===== config.mk =====
export PLATFORM = sky130hd
export DESIGN_NAME = life_sequencer
export DESIGN_NICKNAME = d
export VERILOG_FILES = /design/src/rtl/life_sequencer.sv
export SDC_FILE = /design/constraint.sdc
export NUM_CORES = 1
export LEC_CHECK = 0
export ABC_AREA = 1
export BUFFER_PORTS_ARGS = -buffer_cell sky130_fd_sc_hd__buf_2
export CAP_MARGIN = 0
export CORE_MARGIN = 2
export CORE_UTILIZATION = 56
export DETAILED_ROUTE_END_ITERATION = 12
export GPL_TIMING_DRIVEN = 0
export MAX_ROUTING_LAYER = met4
export PLACE_DENSITY_LB_ADDON = 0.1
export SLEW_MARGIN = 20
export SYNTH_ARGS = -nofsm -noshare
export SYNTH_HDL_FRONTEND = slang
export SYNTH_SLANG_ARGS = --single-unit

===== constraint.sdc =====
create_clock -name clk -period 4.4 [get_ports clk]
set_input_delay 0.44 -clock clk [delete_from_list [all_inputs] [get_ports clk]]
set_output_delay 0.44 -clock clk [all_outputs]
set_load 0.01 [all_outputs]

===== src/rtl/life_sequencer.sv =====
// Generation sequencer for the 8x8 Game-of-Life grid: seed load, paced/stepped commits, halt detection.
// Define LIFE_SEQ_OSC_DETECT_EN to add period-2 oscillation detection (osc output and prev-grid storage).
module life_sequencer #(
  parameter int DIV_W = 24,
  parameter int GEN_W = 16
) (
  input  logic             clk,
  input  logic             reset,
  input  logic [63:0]      seed,
  input  logic             load,
  input  logic             run,
  input  logic             step,
  input  logic [DIV_W-1:0] div,
  input  logic [63:0]      grid_next,
  output logic [63:0]      grid,
  output logic [GEN_W-1:0] gen_count,
  output logic [1:0]       state,
  output logic             extinct,
  output logic             still,
  output logic             osc
);

  typedef enum logic [1:0] {
    S_IDLE  = 2'd0,
    S_PAUSE = 2'd1,
    S_RUN   = 2'd2,
    S_HALT  = 2'd3
  } state_t;

  state_t           state_reg;
  logic [63:0]      grid_reg;
  logic [GEN_W-1:0] gen_count_reg;
  logic [DIV_W-1:0] tick_reg;
  logic             step_q_reg;
  logic             extinct_reg;
  logic             still_reg;

  logic             step_edge;
  logic             commit;
  logic             is_extinct;
  logic             is_still;
  logic             osc_hit;
  logic             halt_hit;
  logic [GEN_W-1:0] gen_count_next;

  assign step_edge  = step & ~step_q_reg;
  // A run request in PAUSE wins over a coincident step edge, so the step never commits.
  assign commit     = ((state_reg == S_PAUSE) && !run && step_edge) ||
                      ((state_reg == S_RUN) && run && (tick_reg == div));
  assign is_extinct = (grid_next == 64'd0);
  assign is_still   = (grid_next == grid_reg);
  assign halt_hit   = is_extinct | is_still | osc_hit;
  assign gen_count_next = (gen_count_reg == {GEN_W{1'b1}}) ? gen_count_reg
                                                           : gen_count_reg + GEN_W'(1);

`ifdef LIFE_SEQ_OSC_DETECT_EN
  logic [63:0] prev_grid_reg;
  logic        prev_valid_reg;
  logic        osc_reg;

  // A change that returns to the generation before last is a period-2 oscillator.
  assign osc_hit = prev_valid_reg && (grid_next == prev_grid_reg) && !is_still;
  assign osc     = osc_reg;

  always_ff @(posedge clk) begin
    if (reset) begin
      prev_grid_reg  <= 64'd0;
      prev_valid_reg <= 1'b0;
      osc_reg        <= 1'b0;
    end else if (load) begin
      prev_valid_reg <= 1'b0;
      osc_reg        <= 1'b0;
    end else if (commit) begin
      prev_grid_reg  <= grid_reg;
      prev_valid_reg <= 1'b1;
      osc_reg        <= osc_hit;
    end
  end
`else
  assign osc_hit = 1'b0;
  assign osc     = 1'b0;
`endif

  always_ff @(posedge clk) begin
    if (reset) begin
      state_reg     <= S_IDLE;
      grid_reg      <= 64'd0;
      gen_count_reg <= '0;
      tick_reg      <= '0;
      step_q_reg    <= 1'b0;
      extinct_reg   <= 1'b0;
      still_reg     <= 1'b0;
    end else begin
      step_q_reg <= step;
      if (load) begin
        state_reg     <= S_PAUSE;
        grid_reg      <= seed;
        gen_count_reg <= '0;
        tick_reg      <= '0;
        extinct_reg   <= 1'b0;
        still_reg     <= 1'b0;
      end else begin
        if (commit) begin
          grid_reg      <= grid_next;
          gen_count_reg <= gen_count_next;
          extinct_reg   <= is_extinct;
          still_reg     <= is_still;
        end
        case (state_reg)
          S_PAUSE: begin
            if (run) begin
              state_reg <= S_RUN;
              tick_reg  <= '0;
            end else if (commit && halt_hit) begin
              state_reg <= S_HALT;
            end
          end
          S_RUN: begin
            if (!run) begin
              state_reg <= S_PAUSE;
              tick_reg  <= '0;
            end else if (commit) begin
              tick_reg <= '0;
              if (halt_hit) state_reg <= S_HALT;
            end else begin
              // A tick already past a newly lowered div wraps through the full range.
              tick_reg <= tick_reg + DIV_W'(1);
            end
          end
          default: ;
        endcase
      end
    end
  end

  assign grid      = grid_reg;
  assign gen_count = gen_count_reg;
  assign state     = state_reg;
  assign extinct   = extinct_reg;
  assign still     = still_reg;

endmodule


Word level (Yosys, flattened, before mapping)
Cells that the tools add are included.

cells by class
  $add $sub $neg = 2
  equal/unequal tests = 12
  multiplexer cells = 13
  bitwise logic cells = 4
  reductions and logical operators = 16

operators by type and width
  cell                                                    number
  two-way mux 64 bit                                      2
  two-way mux 24 bit                                      3
  equality test 64 bit                                    1
  logical NOT 64 bit                                      1
  case mux 24 bit (2 select lines)                        1
  adder 24 x 1 -> 24 bit (second input constant)          1
  equality test 24 bit                                    1
  adder 16 x 1 -> 16 bit (second input constant)          1
  equality test 16 bit (second input constant)            1
  two-way mux 2 bit                                       5
  inequality test 4 bit (second input constant)           2
  AND reduction 4 bit                                     2
  inequality test 3 bit (second input constant)           2
  logical AND 1 bit                                       5
  inequality test 4 x 3 -> 1 bit (second input constant)  1
  case mux 2 bit (2 select lines)                         1
  AND reduction 2 bit                                     2
  nonzero test 2 bit                                      2
  inequality test 3 x 2 -> 1 bit (second input constant)  1
  nonzero test 3 bit                                      1
  equality test 2 x 1 -> 1 bit (second input constant)    1
  equality test 2 bit (second input constant)             1
  inequality test 2 bit (second input constant)           1
  NOT 1 bit                                               2
  6 further kinds                                         6

word-level totals
  bits in registers = 109
  input bits = 157
  output and inout port bits = 85

Longest topological paths before layout
Gate-level depths: netlist of the first run.

  depth in word-level cells = 9
  depth in mapped cells = 17
  mapped depth without buffers = 17

Worst setup path before layout of the first run
Ideal clock, no wire load.

  kind = reg2reg
  start = reg gen_count_reg[0] (netlist: gen_count[0])
  end = reg gen_count_reg[15] (netlist: gen_count[15])
  arrival = 1.673 ns
  data required time = 4.266 ns
  slack = 2.593 ns
  stages on the path, launching flop included = 14
  buffers on the path = 1
  cells stage by stage = dfxtp_1 -> ha_1 -> inv_1 -> nor3_1 -> inv_1 -> nor2_1 -> nand2_1 -> nor3_2 -> nand2_1 -> nand2_2 -> buf_2 -> inv_1 -> nand2_1 -> a21oi_1

on the way
  cells in the longest elaborated chain, start to end = 3
  elaborated cells between the ends (all ways) = 4
  those cells by class = add/sub: 1; eq/ne: 1; bitwise: 1; reduce/logical: 1

ends and longest elaborated chain
  what                                                                            line  source
  start, declared                                                                 32    logic [GEN_W-1:0] gen_count_reg;
  start signal, assigned                                                          105   gen_count_reg <= gen_count_next;
  parallel branches: the longest is 3 deep, another holds adder 16 x 1 -> 16 bit  n/a

Several ways; the timed one is not identified.
A chain may end at the register's enable or synchronous reset.

Final worst setup path of the first run
  start = reg tick_reg[3]
  end = reg tick_reg[21]

on the way
  cells in the longest elaborated chain, start to end = 6
  elaborated cells between the ends (all ways) = 7
  those cells by class = add/sub: 1; eq/ne: 1; mux: 3; reduce/logical: 2

ends and longest elaborated chain
  what                                                                            line  source
  start, declared                                                                 33    logic [DIV_W-1:0] tick_reg;
  start signal, assigned                                                          127   tick_reg <= tick_reg + DIV_W'(1);
  parallel branches: the longest is 3 deep, another holds adder 24 x 1 -> 24 bit  n/a
  two-way mux 24 bit *                                                            122   end else if (commit) begin
  two-way mux 24 bit *                                                            119   if (!run) begin
  case mux 24 bit (2 select lines) *                                              109   case (state_reg)

Every way passes the cells marked *.

==> metrics.md, run 1 <==
| Metric | Value |
|---|---|
| Status | finished clean |
| # H-tree levels | 3 |
| Critical Path End Type | register |
| DR pass1 iterations | 6 |
| Mean Syn Cell Area | 5.850 sq um |
| Initial Util | 0.5743 |
| HP Class | input pin to register |
| I/O Pins | 242 |
| GP Congestion | 0.9479 |
| Number of hold violations in the final report | 0 |
| Area growth syn-to-layout | 23.64% |
| Most used DFF post-synth | dfxtp_1 |
| Die Wd | 118.0 um |
| Fin crit share | 0.4903 |
| CTS root buffer | clkbuf_16 |
| Die Ht | 118.0 um |
| Critical Path AT | 2.41 ns |
| Post-synth EDFFs | 0 |
| Count leader, synth | nand2_1 |
| Synth top area cells | dfxtp_1 (30%), nand2_1 (21%), inv_1 (11%) |
| Post-synth top cells | nand2_1 (404), inv_1 (205), nor2_1 (118), dfxtp_1 (109), a21oi_1 (105) |
| Synth top area share | 0.2999 |
| Vias in the first global route | 7,586 |
| CTS sink cnt | 109 |
| Crit Path Max Fanout | 10 |
| Setup tns final | 0 ns |
| Hpwl dp | 17.69 mm |
| Ys async rst share | 0 |
| Max Fclk | 0.4636 GHz |
| DRC errors left | 0 |
| Core ar. | 0.01267 sq mm |
| Ys Warns | 0 |
| Cell mode on critical path | nor2_1 |
| Clk_skew | 0.009973 ns |
| DP Cell Count | 1,654 |
| Final Max Slew Viols | 0 |
| P_leak | 0.004379 uW |
| Mapped Cells | 1,244 |
| Pwr Total | 2439 uW |
| Maximum VDD drop | 166.1 uV |
| Initial antenna violation count | 3 |
| Setup CP Type | register to register |
| DRT antenna net count | 0 |
| GRT overflow | 0 |
| Number of flip-flops under the largest register name | 64 |
| Post-CTS Resized | 0 |
| Hold Buf Count CTS | 0 |
| Placement Rows | 41 |
| Via density | 5.068 |
| Wire per inst | 13.48 um |
| Via count | 8,473 |
| Cts bufs inserted | 9 |
| Worst skew pair latency | 0.36 ns |
| Post-synthesis sequential area ratio | 0.2999 |
| Hold Path Cell Cnt | 3 |
| Reg2Reg Depth | 13 |
| Slowest CP cell | dfxtp_1 |
| Final Non-Filler Cells | 1,672 |
| Critical Path, Cell by Cell | nand2_1 -> inv_1 -> nor2_1 -> nor2_1 -> nand3_1 -> nor2_1 -> nand3_1 -> nand2_1 -> inv_1 -> o21ai_1 -> buf_2 -> a21oi_1 -> o21a_1 |
| Clk slew on worst S/H paths | 0.07 ns |
| Setup Buffers After CTS | 0 |
| First-pass GRT wire length | 36.00 mm |
| Pwr dens | 271.1 mW/mm^2 |
| Synth Register Bits | 109 |
| Slew HR | 0.5128 |
| Input/output buffers | 238 |
| Overall routing resource usage | 0.3289 |
| RSZ-0062 raised after global routing | no |
| Layout Nets | 1,652 |
| Clock buffer depth | 2 |
| Largest net degree at the start of global routing | 17 |
| Area leader, netlist | dfxtp_1 |
| Ratio of cells with drive above 1 in the final layout | 0.1937 |
| Total Die Area | 0.01392 sq mm |
| Worst Tran Pin Value | 0.7309 ns |
| Synth unique cells | 37 |
| Final min period | 2.157 ns |
| CP peak stage delay | 0.45 ns |
| Max-cap violations | 0 |
| Data required, critical path | 4.65 ns |
| Final WL | 22.53 mm |
| Critical Path Start Type | register |
| Worst Hold Margin | 0.3233 ns |
| TritonCTS clock tree | done |
| Detailed Route Iter0 Violations | 788 |
| Post-Synthesis Net Count | 1,403 |
| Synthesized cell area | 0.007277 sq mm |
| Setup violators final | 0 |
[critical path, delay by kind of cell (launching register included)]
kind                   cells  cell delay (ns)
and+or+nand+nor            7             0.70
buffers and inverters      3             0.48
AOI/OAI and AO/OA          3             0.43
DFF                        1             0.45
[layout by cell type (no fill, tap or decap), drive strengths merged, types with 2 or more instances in the layout]
cell    synthesis  routed
nand2         411     411
buf            17     255
inv           209     209
nor2          127     127
dfxtp         109     109
a21oi         105     105
nor3           63      63
nand3          46      46
clkbuf         22      33
xor2           30      30
a31oi          26      26
xnor2          19      19
nand4          18      18
o21ai          18      18
clkinv          3       5
nor4            4       4
diode           0       3
nor3b           3       3
o21a            2       2
and2            2       2
ha              2       2
bufinv          0       2
[area by class of cell]
| type | count | area (sq um) |
|---|---|---|
| plain buffers | 39 | 172.7 |
| clock buffers | 11 | 232.7 |
| flip-flops and latches | 109 | 2182 |
| multi-input cells | 884 | 4126 |
| diodes | 3 | 7.507 |
| well taps | 172 | 215.2 |
| inverters | 212 | 795.8 |
| repair buffers | 238 | 1191 |
| clock inverters | 4 | 73.82 |
| fillers | 1189 | 3674 |
[layer usage]
layer	vias to the layer above	part of all wire	global-route usage
met5	-	0	-
met3	47	0.081	0.04603
li1	4374	-	-
met2	340	0.47	0.5541
met4	0	0.026	0.1175
met1	3712	0.42	0.4024
[per-stage QoR]
stage	util	instance area (sq um)	setup WS [ns]
after global routing	0.7101	8997	2.041
final	0.7101	8997	2.243
after detailed placement	0.6853	8683	2.196
after CTS	0.7095	8990	2.259
after floorplan	-	7277	2.593
after global placement	0.6853	8683	2.204
[cells by family after synthesis]
kind of cell,after synthesis,share of synthesized area
AOI/OAI and AO/OA,157,0.1154
xor gates and xnor gates,49,0.05898
adders and majority gates,2,0.003438
buffers and inverters,251,0.1331
DFF,109,0.2999
other,1,0.0005153
and+or+nand+nor,675,0.3888
[worst paths after layout]
| check | startpoint | to | slack, ns |
|---|---|---|---|
| setup / recovery | tick_reg[3] | tick_reg[21] | 2.24 |
| hold / removal | step | step_q_reg | 0.32 |
| setup reg to reg | tick_reg[3] | tick_reg[21] | 2.24 |
| hold reg to reg | extinct | extinct | 0.47 |
[power by group]
part           internal (uW)  switching (uW)
logic                    191             301
clock network            497             381
registers               1030            42.8
total                   1710             725
(Power assumes the default switching activity.)
==> run 2, diff against run 1 <==
--- a/config.mk
+++ b/config.mk
@@ -9,7 +9,7 @@
 export BUFFER_PORTS_ARGS = -buffer_cell sky130_fd_sc_hd__buf_2
 export CAP_MARGIN = 0
 export CORE_MARGIN = 2
-export CORE_UTILIZATION = 56
+export CORE_UTILIZATION = 52
 export DETAILED_ROUTE_END_ITERATION = 12
 export GPL_TIMING_DRIVEN = 0
 export MAX_ROUTING_LAYER = met4
==> constraint.sdc (replaced) <==
create_clock -name clk -period 2.19 [get_ports clk]
set_input_delay 0.219 -clock clk [delete_from_list [all_inputs] [get_ports clk]]
set_output_delay 0.219 -clock clk [all_outputs]
set_load 0.01 [all_outputs]
==> run 2 against run 1 <==
Effect of this change: die area grew 7.4%; clock power increased by 97%; global-route usage decreased by 1.1 points; non-clock buffer count grew 2; maximum frequency up 5.9%; register-to-register slack lost 2.1 ns; hold slack worse by 0.20 ns; utilization shrank 5.1 points; count of clock-buffer cells in the layout rose by 1; critical path type unchanged; largest cell class unchanged.
==> metrics.md, run 2 (synthesis results as in run 1) <==
| Metric | Value |
|---|---|
| CTS sink cnt | 109 (unchanged) |
| Final Non-Filler Cells | 1,684 (was 1,672) |
| GRT overflow | 0 (unchanged) |
| CTS root buffer | clkbuf_16 (unchanged) |
| Critical Path Start Type | register (unchanged) |
| Layout Nets | 1,654 (was 1,652) |
| TritonCTS clock tree | done (unchanged) |
| Core ar. | 0.01377 sq mm (was 0.01267 sq mm) |
| Ratio of cells with drive above 1 in the final layout | 0.2053 (was 0.1937) |
| Setup tns final | 0 ns (unchanged) |
| Maximum VDD drop | 517.2 uV (was 166.1 uV) |
| CP delay by family, top | simple AND/OR/NAND/NOR gates (unchanged) |
| Initial Util | 0.5283 (was 0.5743) |
| Number of flip-flops under the largest register name | 64 (unchanged) |
| Final WL | 22.98 mm (was 22.53 mm) |
| Hold Path Cell Cnt | 3 (unchanged) |
| Setup violators final | 0 (unchanged) |
| Area post-placement | 0.008693 sq mm (was 0.008683 sq mm) |
| Hpwl dp | 17.96 mm (was 17.69 mm) |
| Input/output buffers | 238 (unchanged) |
| Commonest non-fill, non-tap cell in the layout | nand2_1 (unchanged) |
| Number of hold violations in the final report | 0 (unchanged) |
| Bufs and invs on worst path | 4 (was 3) |
| Data required, critical path | 2.42 ns (was 4.65 ns) |
| DRT antenna net count | 0 (unchanged) |
| Final min period | 2.038 ns (was 2.157 ns) |
| Worst Hold Margin | 0.1201 ns (was 0.3233 ns) |
| Via density | 5.082 (was 5.068) |
| Status | finished clean (unchanged) |
| # H-tree levels | 3 (unchanged) |
| Cts bufs inserted | 9 (unchanged) |
| Final Max Slew Viols | 0 (unchanged) |
| Fill count | 1,362 (was 1,189) |
| Footprint of the multi-input gates | 0.004164 sq mm (was 0.004126 sq mm) |
| Critical Path End Type | register (unchanged) |
| First-pass GRT wire length | 36.53 mm (was 36.00 mm) |
| Die Wd | 122.3 um (was 118.0 um) |
| Critical Path AT | 2.27 ns (was 2.41 ns) |
| HP Class | input pin to register (unchanged) |
| Storage element area | 0.002190 sq mm (was 0.002182 sq mm) |
| Critical Path Stages | 13 (unchanged) |
| I/O Pins | 242 (unchanged) |
| Total Die Area | 0.01496 sq mm (was 0.01392 sq mm) |
| Largest net degree at the start of global routing | 18 (was 17) |
| DRC errors left | 0 (unchanged) |
| Area growth syn-to-layout | 24.72% (was 23.64%) |
| Clk slew on worst S/H paths | 0.08 ns (was 0.07 ns) |
| Vias in the first global route | 7,920 (was 7,586) |
| Most frequent cells in the layout | nand2_1 (404), buf_2 (244), inv_1 (205) (was nand2_1 (404), buf_2 (247), inv_1 (205)) |
| Slowest CP cell | dfxtp_2 (was dfxtp_1) |
| P_leak | 0.004420 uW (was 0.004379 uW) |
| Initial antenna violation count | 3 (unchanged) |
| Reg2Reg Depth | 13 (unchanged) |
| Crit Path Max Fanout | 10 (unchanged) |
| Setup CP Type | register to register (unchanged) |
| GP Congestion | 0.9202 (was 0.9479) |
| Overall routing resource usage | 0.3179 (was 0.3289) |
| Slew HR | 0.5473 (was 0.5128) |
| CP peak stage delay | 0.36 ns (was 0.45 ns) |
| Fin crit share | 0.9306 (was 0.4903) |
| Clock buffer depth | 2 (unchanged) |
| Die Ht | 122.3 um (was 118.0 um) |
| DR pass1 iterations | 7 (was 6) |
| DP Cell Count | 1,662 (was 1,654) |
| Worst skew pair latency | 0.37 ns (was 0.36 ns) |
| Clk_skew | 0.01426 ns (was 0.009973 ns) |
| Placement Rows | 43 (was 41) |
| Via count | 8,558 (was 8,473) |
| Wire per inst | 13.64 um (was 13.48 um) |
| Pwr dens | 536.9 mW/mm^2 (was 271.1 mW/mm^2) |
| Final instance area | 0.009076 sq mm (was 0.008997 sq mm) |
| Max Fclk | 0.4907 GHz (was 0.4636 GHz) |
| Worst Tran Pin Value | 0.6791 ns (was 0.7309 ns) |
| Detailed Route Iter0 Violations | 573 (was 788) |
| Critical Path, Cell by Cell | ha_1 -> inv_1 -> nor3_1 -> inv_1 -> nor2_1 -> nand2_1 -> nor3_4 -> nand2_1 -> nand2_2 -> clkbuf_4 -> inv_1 -> nand2_1 -> a21oi_1 (was nand2_1 -> inv_1 -> nor2_1 -> nor2_1 -> nand3_1 -> nor2_1 -> nand3_1 -> nand2_1 -> inv_1 -> o21ai_1 -> buf_2 -> a21oi_1 -> o21a_1) |
| Max-cap violations | 0 (unchanged) |
[run 2: cell count changes in the layout (fill, tap and decap cells not counted), sizes merged, moves of 2 or more]
cell,before,now
clkbuf,33,39
clkinv,5,3
inv,209,211
buf,255,252
[run 2: cell type report]
type                            instances  share of cell area
Inverter                              212             0.08768
Antenna cell                            4            0.001103
Clock inverter                          4            0.006066
Multi-Input combinational cell        884              0.4588
Buffer                                 39             0.02026
Sequential cell                       109              0.2412
Tap cell                              180             0.02481
Clock buffer                           12             0.02716
Timing Repair Buffer                  240              0.1329
[run 2: power breakdown]
group / switching (uW) / internal [uW]
Sequential: 86.6 / 2060
Clock: 796 / 930
Combinational: 611 / 389
Total: 1490 / 3380
[run 2: worst min-delay path: cells and delay by family]
kind,cells,cell delay (ns)
compound gates,2,0.16
buf+inv,1,0.07
[run 2: path summary, 6_finish.rpt]
check | from | end | slack, ns
max | gen_count[0] | gen_count[7] | 0.15
min | seed[4] | grid[4] | 0.12
max reg2reg | gen_count[0] | gen_count[7] | 0.15
min reg2reg | gen_count[8] | gen_count[8] | 0.48
[run 2: per-layer routing]
| metal | track usage | part of all wire | vias to the layer above |
|---|---|---|---|
| li1 | - | - | 4378 |
| met1 | 0.3757 | 0.42 | 3799 |
| met2 | 0.5299 | 0.47 | 316 |
| met3 | 0.06924 | 0.078 | 65 |
| met4 | 0.1200 | 0.033 | 0 |
| met5 | - | 0 | - |
[run 2: what timing repair did]
action	in CTS	in global routing
buffers inserted	0	2
endpoints found under the setup margin	0	83
resized for setup	0	21
hold buffers	0	0
[run 2: stage by stage]
step	total power (uW)	utilization	worst slack [ns]
after detailed placement	3170	0.6312	0.04167
after floorplan	2755	-	0.3830
after global routing	5122	0.6588	-0.009858
final	4873	0.6590	0.1520
after global placement	3156	0.6312	0.04595
after CTS	4885	0.6531	0.02044
==> run 3, diff against run 2 <==
--- a/config.mk
+++ b/config.mk
@@ -8,6 +8,7 @@
 export ABC_AREA = 1
 export BUFFER_PORTS_ARGS = -buffer_cell sky130_fd_sc_hd__buf_2
 export CAP_MARGIN = 0
+export CORE_ASPECT_RATIO = 0.7
 export CORE_MARGIN = 2
 export CORE_UTILIZATION = 52
 export DETAILED_ROUTE_END_ITERATION = 12
==> run 3 against run 2 <==
Effect of this change: power rose by 0.13%; worst setup slack got worse by 0.014 ns; first-iteration DRC count fell by 16%; global-route usage fell by 1.1 points; highest routed layer unchanged.
==> metrics.md, run 3 (synthesis results as in run 1) <==
| Metric | Value |
|---|---|
| Footprint of the multi-input gates | 0.004168 sq mm (was 0.004164 sq mm) |
| # H-tree levels | 3 (unchanged) |
| Final WL | 23.07 mm (was 22.98 mm) |
| Switching Share | 0.3075 (was 0.3064) |
| Critical Path, Cell by Cell | xor2_1 -> nor2_1 -> nand2_1 -> nor2_1 -> nand3_2 -> nand2_1 -> inv_1 -> o21ai_2 -> buf_6 -> a21oi_1 -> o21a_1 (was ha_1 -> inv_1 -> nor3_1 -> inv_1 -> nor2_1 -> nand2_1 -> nor3_4 -> nand2_1 -> nand2_2 -> clkbuf_4 -> inv_1 -> nand2_1 -> a21oi_1) |
| Crit path from | tick_reg[4] (was gen_count[0]) |
| Die Ht | 103.0 um (was 122.3 um) |
| Wire per inst | 13.62 um (was 13.64 um) |
| Cts bufs inserted | 9 (unchanged) |
| CP peak stage delay | 0.37 ns (was 0.36 ns) |
| DR pass1 iterations | 5 (was 7) |
| Input/output buffers | 238 (unchanged) |
| Via density | 4.956 (was 5.082) |
| DRT antenna net count | 0 (unchanged) |
| CP delay by family, top | simple AND/OR/NAND/NOR gates (unchanged) |
| P_leak | 0.004415 uW (was 0.004420 uW) |
| Storage element area | 0.002192 sq mm (was 0.002190 sq mm) |
| Vias in the first global route | 7,279 (was 7,920) |
| Worst Tran Pin Value | 0.7711 ns (was 0.6791 ns) |
| Initial antenna violation count | 3 (unchanged) |
| HP Class | input pin to register (unchanged) |
| Crit Path Max Fanout | 10 (unchanged) |
| GP Congestion | 0.9302 (was 0.9202) |
| Largest net degree at the start of global routing | 18 (unchanged) |
| Sw power | 1500 uW (was 1493 uW) |
| Core ar. | 0.01378 sq mm (was 0.01377 sq mm) |
| R2r setup slk | 0.14 ns (was 0.15 ns) |
| Reg2Reg Depth | 11 (was 13) |
| FF-to-FF End | tick_reg[21] (was gen_count[7]) |
| Initial Util | 0.5280 (was 0.5283) |
| I/O Pins | 242 (unchanged) |
| DRC errors left | 0 (unchanged) |
| GRT overflow | 0 (unchanged) |
| Final Max Slew Viols | 0 (unchanged) |
| DP Worst Slack | -0.05494 ns (was 0.04167 ns) |
| Critical Path End Type | register (unchanged) |
| Placement Rows | 36 (was 43) |
| Critical Path Stages | 11 (was 13) |
| Max Fclk | 0.4873 GHz (was 0.4907 GHz) |
| Clock buffer depth | 2 (unchanged) |
| Critical Path Start Type | register (unchanged) |
| Pwr Total | 4879 uW (was 4873 uW) |
| Max-cap violations | 0 (unchanged) |
| Clk_skew | 0.008587 ns (was 0.01426 ns) |
| Clock power frac | 0.355 (was 0.354) |
| Number of hold violations in the final report | 0 (unchanged) |
| Bufs and invs on worst path | 2 (was 4) |
| Worst skew pair latency | 0.35 ns (was 0.37 ns) |
| Logic pwr share | 0.205 (about the same) |
| Clk slew on worst S/H paths | 0.08 ns (about the same) |
| Maximum VDD drop | 383.0 uV (was 517.2 uV) |
| Pwr dens | 535.9 mW/mm^2 (was 536.9 mW/mm^2) |
| Worst Hold Margin | 0.1101 ns (was 0.1201 ns) |
| First-pass GRT wire length | 35.60 mm (was 36.53 mm) |
| Status | finished clean (unchanged) |
| Hold Buf Count CTS | 0 (unchanged) |
| TritonCTS clock tree | done (unchanged) |
| Area growth syn-to-layout | 25.12% (was 24.72%) |
| Via count | 8,390 (was 8,558) |
| Most frequent cells in the layout | nand2_1 (404), buf_2 (245), inv_1 (205) (was nand2_1 (404), buf_2 (244), inv_1 (205)) |
| Post-route setup slack | 0.1378 ns (was 0.1520 ns) |
| Critical Path AT | 2.30 ns (was 2.27 ns) |
| Commonest non-fill, non-tap cell in the layout | nand2_1 (unchanged) |
| Final min period | 2.052 ns (was 2.038 ns) |
| Fin crit share | 0.9371 (was 0.9306) |
| Layout Nets | 1,653 (was 1,654) |
| Sequential power share | 0.440 (was 0.441) |
| Hpwl dp | 18.39 mm (was 17.96 mm) |
| Ratio of cells with drive above 1 in the final layout | 0.2075 (was 0.2053) |
| CTS sink cnt | 109 (unchanged) |
| Detailed Route Iter0 Violations | 480 (was 573) |
| Fill count | 1,366 (was 1,362) |
| Overall routing resource usage | 0.3068 (was 0.3179) |
| Data required, critical path | 2.43 ns (was 2.42 ns) |
| Setup violators final | 0 (unchanged) |
| RSZ-0062 raised after global routing | yes |
| Reg-to-Reg Start | tick_reg[4] (was gen_count[0]) |
| Slowest CP cell | dfxtp_1 (was dfxtp_2) |
| Setup CP Type | register to register (unchanged) |
| Setup crit end | tick_reg[21] (was gen_count[7]) |
| Die Wd | 145.4 um (was 122.3 um) |
| Slew HR | 0.4859 (was 0.5473) |
| CTS root buffer | clkbuf_16 (unchanged) |
| P_int | 3379 uW (was 3380 uW) |
| Total Die Area | 0.01497 sq mm (was 0.01496 sq mm) |
| Number of flip-flops under the largest register name | 64 (unchanged) |
[run 3: cell count changes in the layout (fill, tap and decap cells not counted), sizes merged]
cell	change
clkinv	+2
buf	+2
clkinvlp	-1
clkbuf	-4
[run 3: repair_timing]
item                                    in CTS  in global routing
buffers inserted                             0                  1
pin swaps                                    0                  1
endpoints found under the setup margin      37                 83
gates resized for setup                      6                 26
[run 3: per-stage QoR]
step / instance area [sq um] / utilization / setup TNS [ns] / instances
3_3_place_gp: 8706 / 0.6316 / -0.02540 / 1672
2_1_floorplan: 7277 / - / 0 / 1244
3_5_place_dp: 8706 / 0.6316 / -0.6860 / 1672
6_report: 9105 / 0.6606 / 0 / 1693
5_1_grt: 9102 / 0.6604 / -0.03434 / 1692
4_1_cts: 9021 / 0.6545 / 0 / 1688
[run 3: worst min-delay path by stage]
stage                     startpoint    endpoint  slack [ns]  cells past startpoint
after floorplan                 step  step_q_reg        0.34                      2
after global placement         still       still        0.45                      2
after detailed placement     extinct     extinct        0.46                      2
after CTS                       step  step_q_reg        0.10                      3
after global routing            step  step_q_reg        0.13                      3
final                           step  step_q_reg        0.11                      3
[run 3: area by class of cell]
| class | instances | share of cell area |
|---|---|---|
| plain buffers | 39 | 0.02199 |
| well taps | 190 | 0.02611 |
| repair buffers | 239 | 0.1316 |
| inverters | 212 | 0.08767 |
| multi-input cells | 884 | 0.4577 |
| flip-flops and latches | 109 | 0.2408 |
| diodes | 4 | 0.001099 |
| clock inverters | 5 | 0.006321 |
| clock buffers | 11 | 0.02666 |
[run 3: worst register-to-register path, delay by kind of cell, from the launching register on]
family / cells / cell delay (ns)
compound gates: 3 / 0.39
xor+xnor: 1 / 0.18
buf+inv: 2 / 0.31
flops: 1 / 0.37
simple gates: 5 / 0.68
[run 3: routing by layer]
layer  GRT usage  part of all wire
met5           -                 0
met4     0.08371             0.018
met3     0.06150             0.086
met2      0.4812              0.42
met1      0.4070              0.47
[run 3: power groups by stage]
stage	Combinational [uW]	Sequential, uW	Clock (uW)
after floorplan	540	2210	0
after global placement	960	2190	0
after detailed placement	977	2190	0
after CTS	986	2150	1730
after global routing	1120	2160	1810
final	1000	2150	1730
